$ cat config.mk
export PLATFORM = sky130hd
export DESIGN_NAME = regfile_write_ctrl
export DESIGN_NICKNAME = d
export VERILOG_FILES = /design/src/rtl/regfile_pkg.sv /design/src/rtl/decoder5to32.sv /design/src/rtl/regfile_write_ctrl.sv
export SDC_FILE = /design/constraint.sdc
export NUM_CORES = 1
export LEC_CHECK = 0
export CORE_ASPECT_RATIO = 0.8
export CORE_UTILIZATION = 40
export CTS_CLUSTER_DIAMETER = 150
export DETAILED_ROUTE_END_ITERATION = 12
export HOLD_SLACK_MARGIN = 0.08
export PLACE_DENSITY = 0.64
export SKIP_LAST_GASP = 1
export SLEW_MARGIN = 40
export SYNTH_ARGS = -nofsm -noshare
export SYNTH_HDL_FRONTEND = slang
export SYNTH_SLANG_ARGS = --single-unit
$ cat constraint.sdc
create_clock -name clk -period 7 [get_ports clk]
set_clock_uncertainty 0.1 [all_clocks]
set_input_delay 1.05 -clock clk [delete_from_list [all_inputs] [get_ports clk]]
set_output_delay 1.05 -clock clk [all_outputs]
set_load 0.05 [all_outputs]
$ cat src/rtl/regfile_pkg.sv
// Shared types and constants for the register-file write-side controller.
package regfile_pkg;
    localparam int REG_N  = 32;
    localparam int ADDR_W = 5;
    localparam int DATA_W = 64;

    typedef logic [ADDR_W-1:0] reg_addr_t;
    typedef logic [1:0]        pend_cnt_t;

    localparam reg_addr_t XZR     = 5'd31;
    localparam pend_cnt_t CNT_MAX = 2'd3;
endpackage

$ cat src/rtl/decoder5to32.sv
// 5:32 one-hot decoder with enable; all-zero output when disabled.
module decoder5to32
    import regfile_pkg::*;
(
    input  reg_addr_t         addr,
    input  logic              en,
    output logic [REG_N-1:0]  onehot
);

    always_comb begin
        onehot = '0;
        if (en) begin
            onehot[addr] = 1'b1;
        end
    end

endmodule

$ cat src/rtl/regfile_write_ctrl.sv
// Write-side controller: registers WB writes toward the register file and keeps
// a per-register pending-write scoreboard for hazard stalls. X31 is never tracked.
module regfile_write_ctrl
    import regfile_pkg::*;
#(
    parameter int DATA_W = 64,
    parameter int REG_N  = 32
) (
    input  logic              clk,
    input  logic              reset,
    input  logic              issue_valid,
    input  reg_addr_t         issue_addr,
    output logic              issue_ready,
    input  logic              wr_valid,
    input  reg_addr_t         wr_addr,
    input  logic [DATA_W-1:0] wr_data,
    output logic [REG_N-1:0]  reg_we,
    output logic [DATA_W-1:0] reg_wdata,
    output logic [REG_N-1:0]  busy,
    output logic              err
);

    localparam int NCNT = REG_N - 1;

    pend_cnt_t        cnt [NCNT];
    pend_cnt_t        issue_cnt;
    logic [REG_N-1:0] inc_vec;
    logic [REG_N-1:0] ret_vec;
    logic             wr_take;
    logic             issue_take;
    logic             underflow;
    logic             inc_unused;

    assign wr_take    = wr_valid && (wr_addr != XZR);
    assign issue_take = issue_valid && issue_ready && (issue_addr != XZR);
    assign inc_unused = inc_vec[REG_N-1];

    always_comb begin
        issue_cnt = '0;
        for (int unsigned i = 0; i < NCNT; i++) begin
            if (issue_addr == reg_addr_t'(i)) begin
                issue_cnt = cnt[i];
            end
        end
    end

    // A same-cycle retire to a full register frees the slot the issue needs.
    assign issue_ready = (issue_addr == XZR)
                      || (issue_cnt != CNT_MAX)
                      || (wr_valid && (wr_addr == issue_addr));

    decoder5to32 u_issue_dec (
        .addr   (issue_addr),
        .en     (issue_take),
        .onehot (inc_vec)
    );

    decoder5to32 u_wr_dec (
        .addr   (wr_addr),
        .en     (wr_take),
        .onehot (ret_vec)
    );

    always_comb begin
        underflow = 1'b0;
        for (int unsigned i = 0; i < NCNT; i++) begin
            if (ret_vec[i] && (cnt[i] == '0)) begin
                underflow = 1'b1;
            end
        end
    end

    for (genvar g = 0; g < NCNT; g++) begin : g_cnt
        always_ff @(posedge clk or posedge reset) begin
            if (reset) begin
                cnt[g] <= '0;
            end else begin
                unique case ({inc_vec[g], ret_vec[g]})
                    2'b10:   cnt[g] <= cnt[g] + 2'd1;
                    2'b01:   if (cnt[g] != '0) cnt[g] <= cnt[g] - 2'd1;
                    default: cnt[g] <= cnt[g];
                endcase
            end
        end

        assign busy[g] = (cnt[g] != '0);
    end

    assign busy[REG_N-1] = 1'b0;

    always_ff @(posedge clk or posedge reset) begin
        if (reset) begin
            reg_we    <= '0;
            reg_wdata <= '0;
            err       <= 1'b0;
        end else begin
            reg_we <= ret_vec;
            if (wr_take) begin
                reg_wdata <= wr_data;
            end
            if (underflow) begin
                err <= 1'b1;
            end
        end
    end

endmodule

[Word-level counts from Yosys, hierarchy flattened]
Cells that the tools add are included.
Storage, ports and cells
  register bits: 159
  logic and storage cells: 522
  bits of input ports: 78
  output and inout port bits: 130
Cells by class
  multiplexer cells: 130
  reduce and logical (&&, ||, !) cells: 164
  add/sub/neg operators: 62
  order comparisons: 4
  equal/unequal tests: 128
Operators by type and width (number)
  2-bit 2-to-1 mux: 62
  2-bit one-hot mux with 2 select lines: 31
  2-bit nonzero test: 62
  5-bit == test (second input constant): 16
  2-bit inequality test (second input constant): 32
  2-bit by 1-bit adder with 2-bit output (second input constant): 31
  2-bit by 1-bit == test with 1-bit output (second input constant): 31
  2-bit == test (second input constant): 31
  2-bit logical NOT: 31
  2-bit AND reduction: 31
  2-bit by 1-bit subtractor with 2-bit output (second input constant): 31
  5-bit by 4-bit == test with 1-bit output (second input constant): 8
  1-bit logical AND: 37
  1-bit 2-to-1 mux: 33
  32-bit 2-to-1 mux: 1
  31-bit 2-to-1 mux: 1
  5-bit by 3-bit == test with 1-bit output (second input constant): 4
  5-bit by 6-bit < comparator with 1-bit output (second input constant): 2
  1-bit demux with 5-bit select: 2
  5-bit by 2-bit == test with 1-bit output (second input constant): 2
  5-bit by 1-bit greater-or-equal comparator with 1-bit output (second input constant): 2
  5-bit inequality test (second input constant): 2
  5-bit by 1-bit == test with 1-bit output (second input constant): 1
  5-bit == test: 1
  2 further kinds: 3

[Depth between registers and ports, before layout]
Gate-level depths: netlist (run 1).
  word-level depth: 41
  depth in mapped cells: 12

[By module]
Synthesis (run 1) repeated with hierarchy kept, for this count alone.
Second synthesis, totals
  cells, all modules: 1010
  area, all modules: 8336.7 µm²
By module, submodules not included
  regfile_write_ctrl: times used 1, sequential area each 3978.8 µm², area each 7876.3 µm², cells each 916
  decoder5to32: times used 2, sequential area each 0.0 µm², area each 230.2 µm², cells each 47

[Least setup slack after synthesis (run 1)]
Ideal clock, no wire load.
  path type: input-to-output
  start point: in issue_addr[2]
  end point: out issue_ready
  path slack: 2.763 ns
  buffers on the path: 4
  cell stages on the path: 10
  data required time: 5.850 ns
  data arrival time: 3.087 ns
  cells stage by stage: buf_4 > or3b_1 > clkbuf_1 > a211o_1 > o2111ai_1 > o31ai_2 > o221ai_4 > buf_6 > buf_4 > o21a_1
Between the ends
  longest elaborated chain between the ends: 35
  elaborated cells between the ends (all ways): 68
  classes of those cells: eq/ne: 33; mux: 31; reduce/logical: 4
Ends and longest elaborated chain
  from (decl): RTL line regfile_write_ctrl.sv:12  | input reg_addr_t issue_addr,
  5-bit logical NOT: RTL line regfile_write_ctrl.sv:41  | if (issue_addr == reg_addr_t'(i)) begin
  2-bit 2-to-1 mux (31 in a row): RTL line regfile_write_ctrl.sv:41
  2-bit inequality test: RTL line regfile_write_ctrl.sv:49  | || (issue_cnt != CNT_MAX)
  1-bit logical OR: RTL line regfile_write_ctrl.sv:49
  1-bit logical OR (*): RTL line regfile_write_ctrl.sv:50  | || (wr_valid && (wr_addr == issue_addr));
  to (decl): RTL line regfile_write_ctrl.sv:13  | output logic issue_ready,
Mark *: on every way between the ends. The rest lies on a longest branch, timed or not.

[Final worst setup path (run 1)]
  start point: in issue_addr[1]
  end point: out issue_ready
The elaborated chain is that of the path after synthesis.

==> results of run 1 <==
Yosys cell counts, types with 15 or more instances:
cell	instances
a21oi_1	15
a22o_1	16
clkbuf_1	16
dfrtp_1	159
inv_1	31
mux2_2	65
nand2_1	74
nand3_1	80
nand3b_1	24
nand4_1	41
nor2_1	84
nor3_1	20
o21ai_0	45
or2_2	37
metal layers:
| metal | global-route usage [%] | up-vias | routed length, um |
|---|---|---|---|
| li1 | - | 3583 | - |
| met1 | 34.75 | 3684 | 12060 |
| met2 | 35.29 | 319 | 11340 |
| met3 | 5.694 | 29 | 2037 |
| met4 | 5.250 | 0 | 329 |
| met5 | 0 | - | 0 |
power groups by stage:
stage	combinational [mW]	sequential (mW)	clock, mW
2_1_floorplan	0.635	1.32	0
4_1_cts	1.14	1.21	0.942
5_1_grt	1.20	1.24	0.978
3_3_place_gp	1.12	1.22	0
3_5_place_dp	1.13	1.23	0
6_report	1.13	1.22	0.920
final timing paths:
path,startpoint,to,slack [ns],depth (start not counted)
setup / recovery,issue_addr[1],issue_ready,1.60,9
hold / removal,reg_wdata[59],reg_wdata[59],0.40,1
setup reg to reg,cnt[54],cnt[50],3.70,8
hold reg to reg,reg_wdata[59],reg_wdata[59],0.40,1
max in group asynchronous,reset,cnt[22],4.76,3
min in group asynchronous,reset,reg_wdata[24],1.00,2
flip-flops by register name, indices dropped and copies added, names as in the netlist:
| name | count |
|---|---|
| cnt | 62 |
| err | 1 |
| reg_wdata | 64 |
| reg_we | 32 |
cell type report:
type	instances	area, um^2
clock buffers	17	425.4
well taps	269	336.6
diodes	1	2.502
flip-flops and latches	159	3979
fillers	1837	9480
multi-input cells	651	4150
repair buffers	212	2108
inverters	31	123.9
clock inverters	14	152.6
through the flow:
step / instances / util (%) / area [um^2]
after global placement: 1322 / 51.52 / 10690
after floorplan: 885 / - / 8481
final: 1354 / 54.33 / 11280
after global routing: 1353 / 54.32 / 11280
after CTS: 1353 / 54.30 / 11270
after detailed placement: 1322 / 51.52 / 10690
logic make-up (layout without fill, tap and decap cells):
logic type | Yosys count | after routing
mux | 73 | 73
buf+inv | 75 | 274
simple gates | 420 | 420
xor+xnor | 5 | 5
other cells | 1 | 3
flops | 159 | 159
compound gates | 151 | 151
==> flow_summary.ini, run 1 <==
[run_status]
status = completed

[floorplanning]
pin_count = 208
die_h_um = 132.2
core_area_mm2 = 0.02076
die_w_um = 164.8
start_util_pct = 40.84
die_area_mm2 = 0.02178
row_count = 47

[clocking]
clock_path_buffers = 2
clkSlewWorstSetupHoldPaths_ns = 0.06
clock-root-buffer = clkbuf_16
clock_latency_ns = 0.44
numCtsBuffers = 17
ctsResizeCount = 0
htreeDepth = 4
cts_sinks = 159
cts_tree = done
cts_setup_buffers = 0
ctsHoldBuffers = 0

[worst_hold_path]
worstHoldPathType = flip-flop to flip-flop

[yosys]
synthMuxAreaShare_pct = 9.875
ys_warn_count = 0
ys_async_sr_fraction_pct = 100.0
synth_top_area_cell = dfrtp_1
synth_edf_count = 0
synth_xor_area_share_pct = 0.5166
synth_top_area_share_pct = 46.94
synthAdderAreaFrac_pct = 0
yosysUniqueCellTypes = 63
synth_seq_cells = 159
syn-instance-count = 884
synthSimpleGateAreaFrac_pct = 25.67
ys.flop_type = dfrtp_1
synth_top_family_by_area = simple AND/OR/NAND/NOR gates
synthesis.area_mm2 = 0.008477
yosys-top-cells-area = dfrtp_1, mux2_2, nand3_1
yosysSeqAreaShare_pct = 46.94
synth_compound_area_share_pct = 12.68
syn_area_per_cell_um2 = 9.589

[worst_setup_path]
path_buf_inv = 3
required_ns = 5.85
cpMaxStageDelayCell = clkdlybuf4s50_1
crit_fanout = 41
worstPathArrival_ns = 4.25
cpMostUsedCell = clkdlybuf4s50_1
crit_path_end_kind = output port
crit_chain = clkdlybuf4s50_1 -> buf_4 -> mux4_2 -> nor2b_1 -> o2111ai_1 -> o31ai_2 -> o221ai_4 -> o21a_1 -> clkdlybuf4s50_1
critical_path.top_delay_family = buffers and inverters
slowest_delay_ns = 0.80
worst-setup-path-type = input pin to output port
startpoint_type = input pin

[sta]
whs_ns = 0.4023
rsz0062_at_grt = no
drv_slew = 0
max_freq_mhz = 185.2
min_period_over_period_pct = 77.15
fin_ws_ns = 1.600
max-slew-margin-rel_pct = 44.88
worstMarginPinSlew_ns = 0.8251
setup_violations = 0
fin_setup_tns_ns = 0
finalHoldViolCount = 0
period_needed_ns = 5.400

[final_layout]
mostFrequentLayoutCell = clkdlybuf4s50_1
final_nets = 1150
area_growth_pct = 33.05
drive_above_1_share_pct = 14.11
mostFrequentLayoutCells = clkdlybuf4s50_1, dfrtp_1, nor2_1

[global_routing]
grt_pass1_wl_um = 39390
grt_antenna_before_repair = 1
grt-ovfl-total = 0
track_usage_pct = 23.72
grt_max_degree = 113
grt_pass1_vias = 6929

[place]
portBuffers = 206
dp_hpwl_um = 18740
gp_congestion = 0.9048
place_ws_ns = 1.614

[power_and_ir_drop]
p_comb_share_pct = 34.6
clkPwrFrac_pct = 28.2
pwr-share-seq_pct = 37.2
cellPowerDensity_mw_per_mm2 = 289.6
p_switching_mw = 1.287
p_int_mw = 1.979
vdd_drop_max_mv = 0.1928
totalPowerFinal_mw = 3.267
switching_share_pct = 39.41
leakage_nw = 4.833

[drt]
drc = 0
wirelength_um = 25770
dr_total_vias = 7615
drtPass1Iterations = 6
detail-route-antenna-nets = 0
avgViaCountPerCell = 5.624
wl_per_cell_um = 19.03
first_iter_violations = 661

[flow_run]
max-cap-violations = 0
(Power assumes the default switching activity.)
==> inputs of run 2 (changes only) <==
clock period = 5.25 ns   (was 7 ns; I/O delays follow)
==> run 2 against run 1 <==
Global-route usage is 0.082 points lower; sequential cell count stayed put; design area is 1.1% higher; non-clock buffer count is 8 higher; setup slack worse by 0.68 ns; via count is 0.13% higher; register-to-register slack worse by 1.8 ns; clock power is 43% higher; first-iteration DRC count is 1.8% higher; routed wire length is 0.91% lower; critical endpoint unchanged.
==> flow_summary.ini, run 2 (synthesized netlist as in run 1, its figures left out) <==
[run_status]
status = completed

[worst_setup_path]
ff2ff_path_depth = 9
required_ns = 4.36
startpoint_type = input pin
cpMaxStageDelayCell = clkdlybuf4s50_1
crit_path_end_kind = output port
crit_cells = 9
critical_path.top_delay_family = buffers and inverters
path_buf_inv = 3
slowest_delay_ns = 0.80
crit_fanout = 18
cp-startpoint = issue_addr[0]
rr_startpoint = cnt[58]
worstPathArrival_ns = 3.44
cpMostUsedCell = a31oi_1
crit_chain = clkdlybuf4s50_1 -> buf_4 -> nor2_1 -> a31oi_1 -> a31oi_1 -> o21ai_1 -> o221ai_4 -> o21a_1 -> buf_12
worst-setup-path-type = input pin to output port

[final_layout]
final_nets = 1158
n_fill_cell = 1804
multiInputGateArea_mm2 = 0.004150
mostFrequentLayoutCells = clkdlybuf4s50_1, dfrtp_1, nor2_1
area_growth_pct = 34.55
reg_top3 = reg_wdata x64, cnt x62, reg_we x32
largest_register_ffs = 64
n_antenna_cell = 0
regMostFlops = reg_wdata
regArea_mm2 = 0.003979
mostFrequentLayoutCell = clkdlybuf4s50_1
drive_above_1_share_pct = 14.65

[drt]
drc = 0
drtPass1Iterations = 5
detail-route-antenna-nets = 0
first_iter_violations = 673
wirelength_um = 25530
avgViaCountPerCell = 5.602
wl_per_cell_um = 18.76
dr_total_vias = 7625

[sta]
rsz0062_at_grt = no
fin_setup_tns_ns = 0
worstMarginPinSlew_ns = 0.8766
min_period_over_period_pct = 82.45
whs_ns = 0.4044
finalHoldViolCount = 0
period_needed_ns = 4.329
max-slew-margin-rel_pct = 41.44
max_freq_mhz = 231.0
drv_slew = 0
setup_violations = 0

[floorplanning]
pin_count = 208
start_util_pct = 40.84
core_area_mm2 = 0.02076
die_h_um = 132.2
die_area_mm2 = 0.02178
row_count = 47
die_w_um = 164.8

[clocking]
ctsHoldBuffers = 0
clock_latency_ns = 0.43
ctsResizeCount = 0
cts_setup_buffers = 0
clock-root-buffer = clkbuf_16
cts_tree = done
htreeDepth = 4
numCtsBuffers = 17
cts_sinks = 159
clkSlewWorstSetupHoldPaths_ns = 0.07
clock_path_buffers = 2

[power_and_ir_drop]
p_comb_share_pct = 34.1
vdd_drop_max_mv = 0.2975
p_int_mw = 2.743
clkPwrFrac_pct = 29.6
p_switching_mw = 1.710
cellPowerDensity_mw_per_mm2 = 390.4
switching_share_pct = 38.41
pwr-share-seq_pct = 36.3
leakage_nw = 4.901

[worst_hold_path]
worstHoldStart = reg_wdata[27]
whs_path_depth = 1
worstHoldPathType = flip-flop to flip-flop

[global_routing]
grt_pass1_wl_um = 39560
grt_pass1_vias = 6956
grt-ovfl-total = 0
grt_max_degree = 100
track_usage_pct = 23.64
grt_antenna_before_repair = 0

[flow_run]
max-cap-violations = 0

[place]
portBuffers = 206
gp_congestion = 0.9093
dp_hpwl_um = 18550
==> run 2: cell types whose count changed in the layout (fill, tap and decap cells not counted), sizes merged <==
cell	before	now
clkinv	5	4
clkinvlp	2	1
clkdlybuf4s50	204	205
buf	8	15
diode	1	0
bufinv	1	3
==> run 2: stage by stage <==
stage / power [mW] / setup WS (ns) / util [%] / cells / cell area [um^2]
3_3_place_gp: 3.135 / 0.7399 / 51.91 / 1330 / 10780
4_1_cts: 4.482 / 1.004 / 54.93 / 1361 / 11400
3_5_place_dp: 3.147 / 0.6866 / 51.93 / 1330 / 10780
6_report: 4.453 / 0.9214 / 54.95 / 1361 / 11410
5_1_grt: 4.654 / 0.7816 / 54.95 / 1361 / 11410
2_1_floorplan: 2.607 / 0.07094 / - / 885 / 8481
==> run 2: worst paths after layout <==
| path | endpoint | slack (ns) |
|---|---|---|
| max | issue_ready | 0.92 |
| min | reg_wdata[27] | 0.40 |
| max reg2reg | cnt[58] | 1.87 |
| min reg2reg | reg_wdata[27] | 0.40 |
| max in group asynchronous | cnt[52] | 3.45 |
| min in group asynchronous | reg_wdata[24] | 0.78 |
==> run 2: worst reg2reg max path: cells and delay by family, from the launching register on <==
kind | cells | cell delay (ns)
muxes | 1 | 0.48
DFF | 1 | 0.45
buffers and inverters | 2 | 1.06
and+or+nand+nor | 2 | 0.25
AOI/OAI and AO/OA | 4 | 0.92
==> run 2: layout make-up <==
type	instances	area share, %
sequential	159	34.88
multi-input combinational	651	36.39
clock inverter	14	1.733
inverter	31	1.086
tap	269	2.951
clock buffer	17	3.730
timing repair buffer	220	19.23
==> run 2: routing by layer <==
layer	part of all wire [%]	global-route usage, %
met1	46	34.72
met2	44	34.52
met3	8.7	5.159
met4	2.0	7.136
met5	0	0
==> run 2: power groups by stage <==
stage / combinational (mW) / sequential, mW / clock, mW
finish: 1.52 / 1.62 / 1.32
global route: 1.61 / 1.65 / 1.39
CTS: 1.52 / 1.61 / 1.35
detailed placement: 1.52 / 1.63 / 0
global placement: 1.51 / 1.62 / 0
floorplan: 0.847 / 1.76 / 0
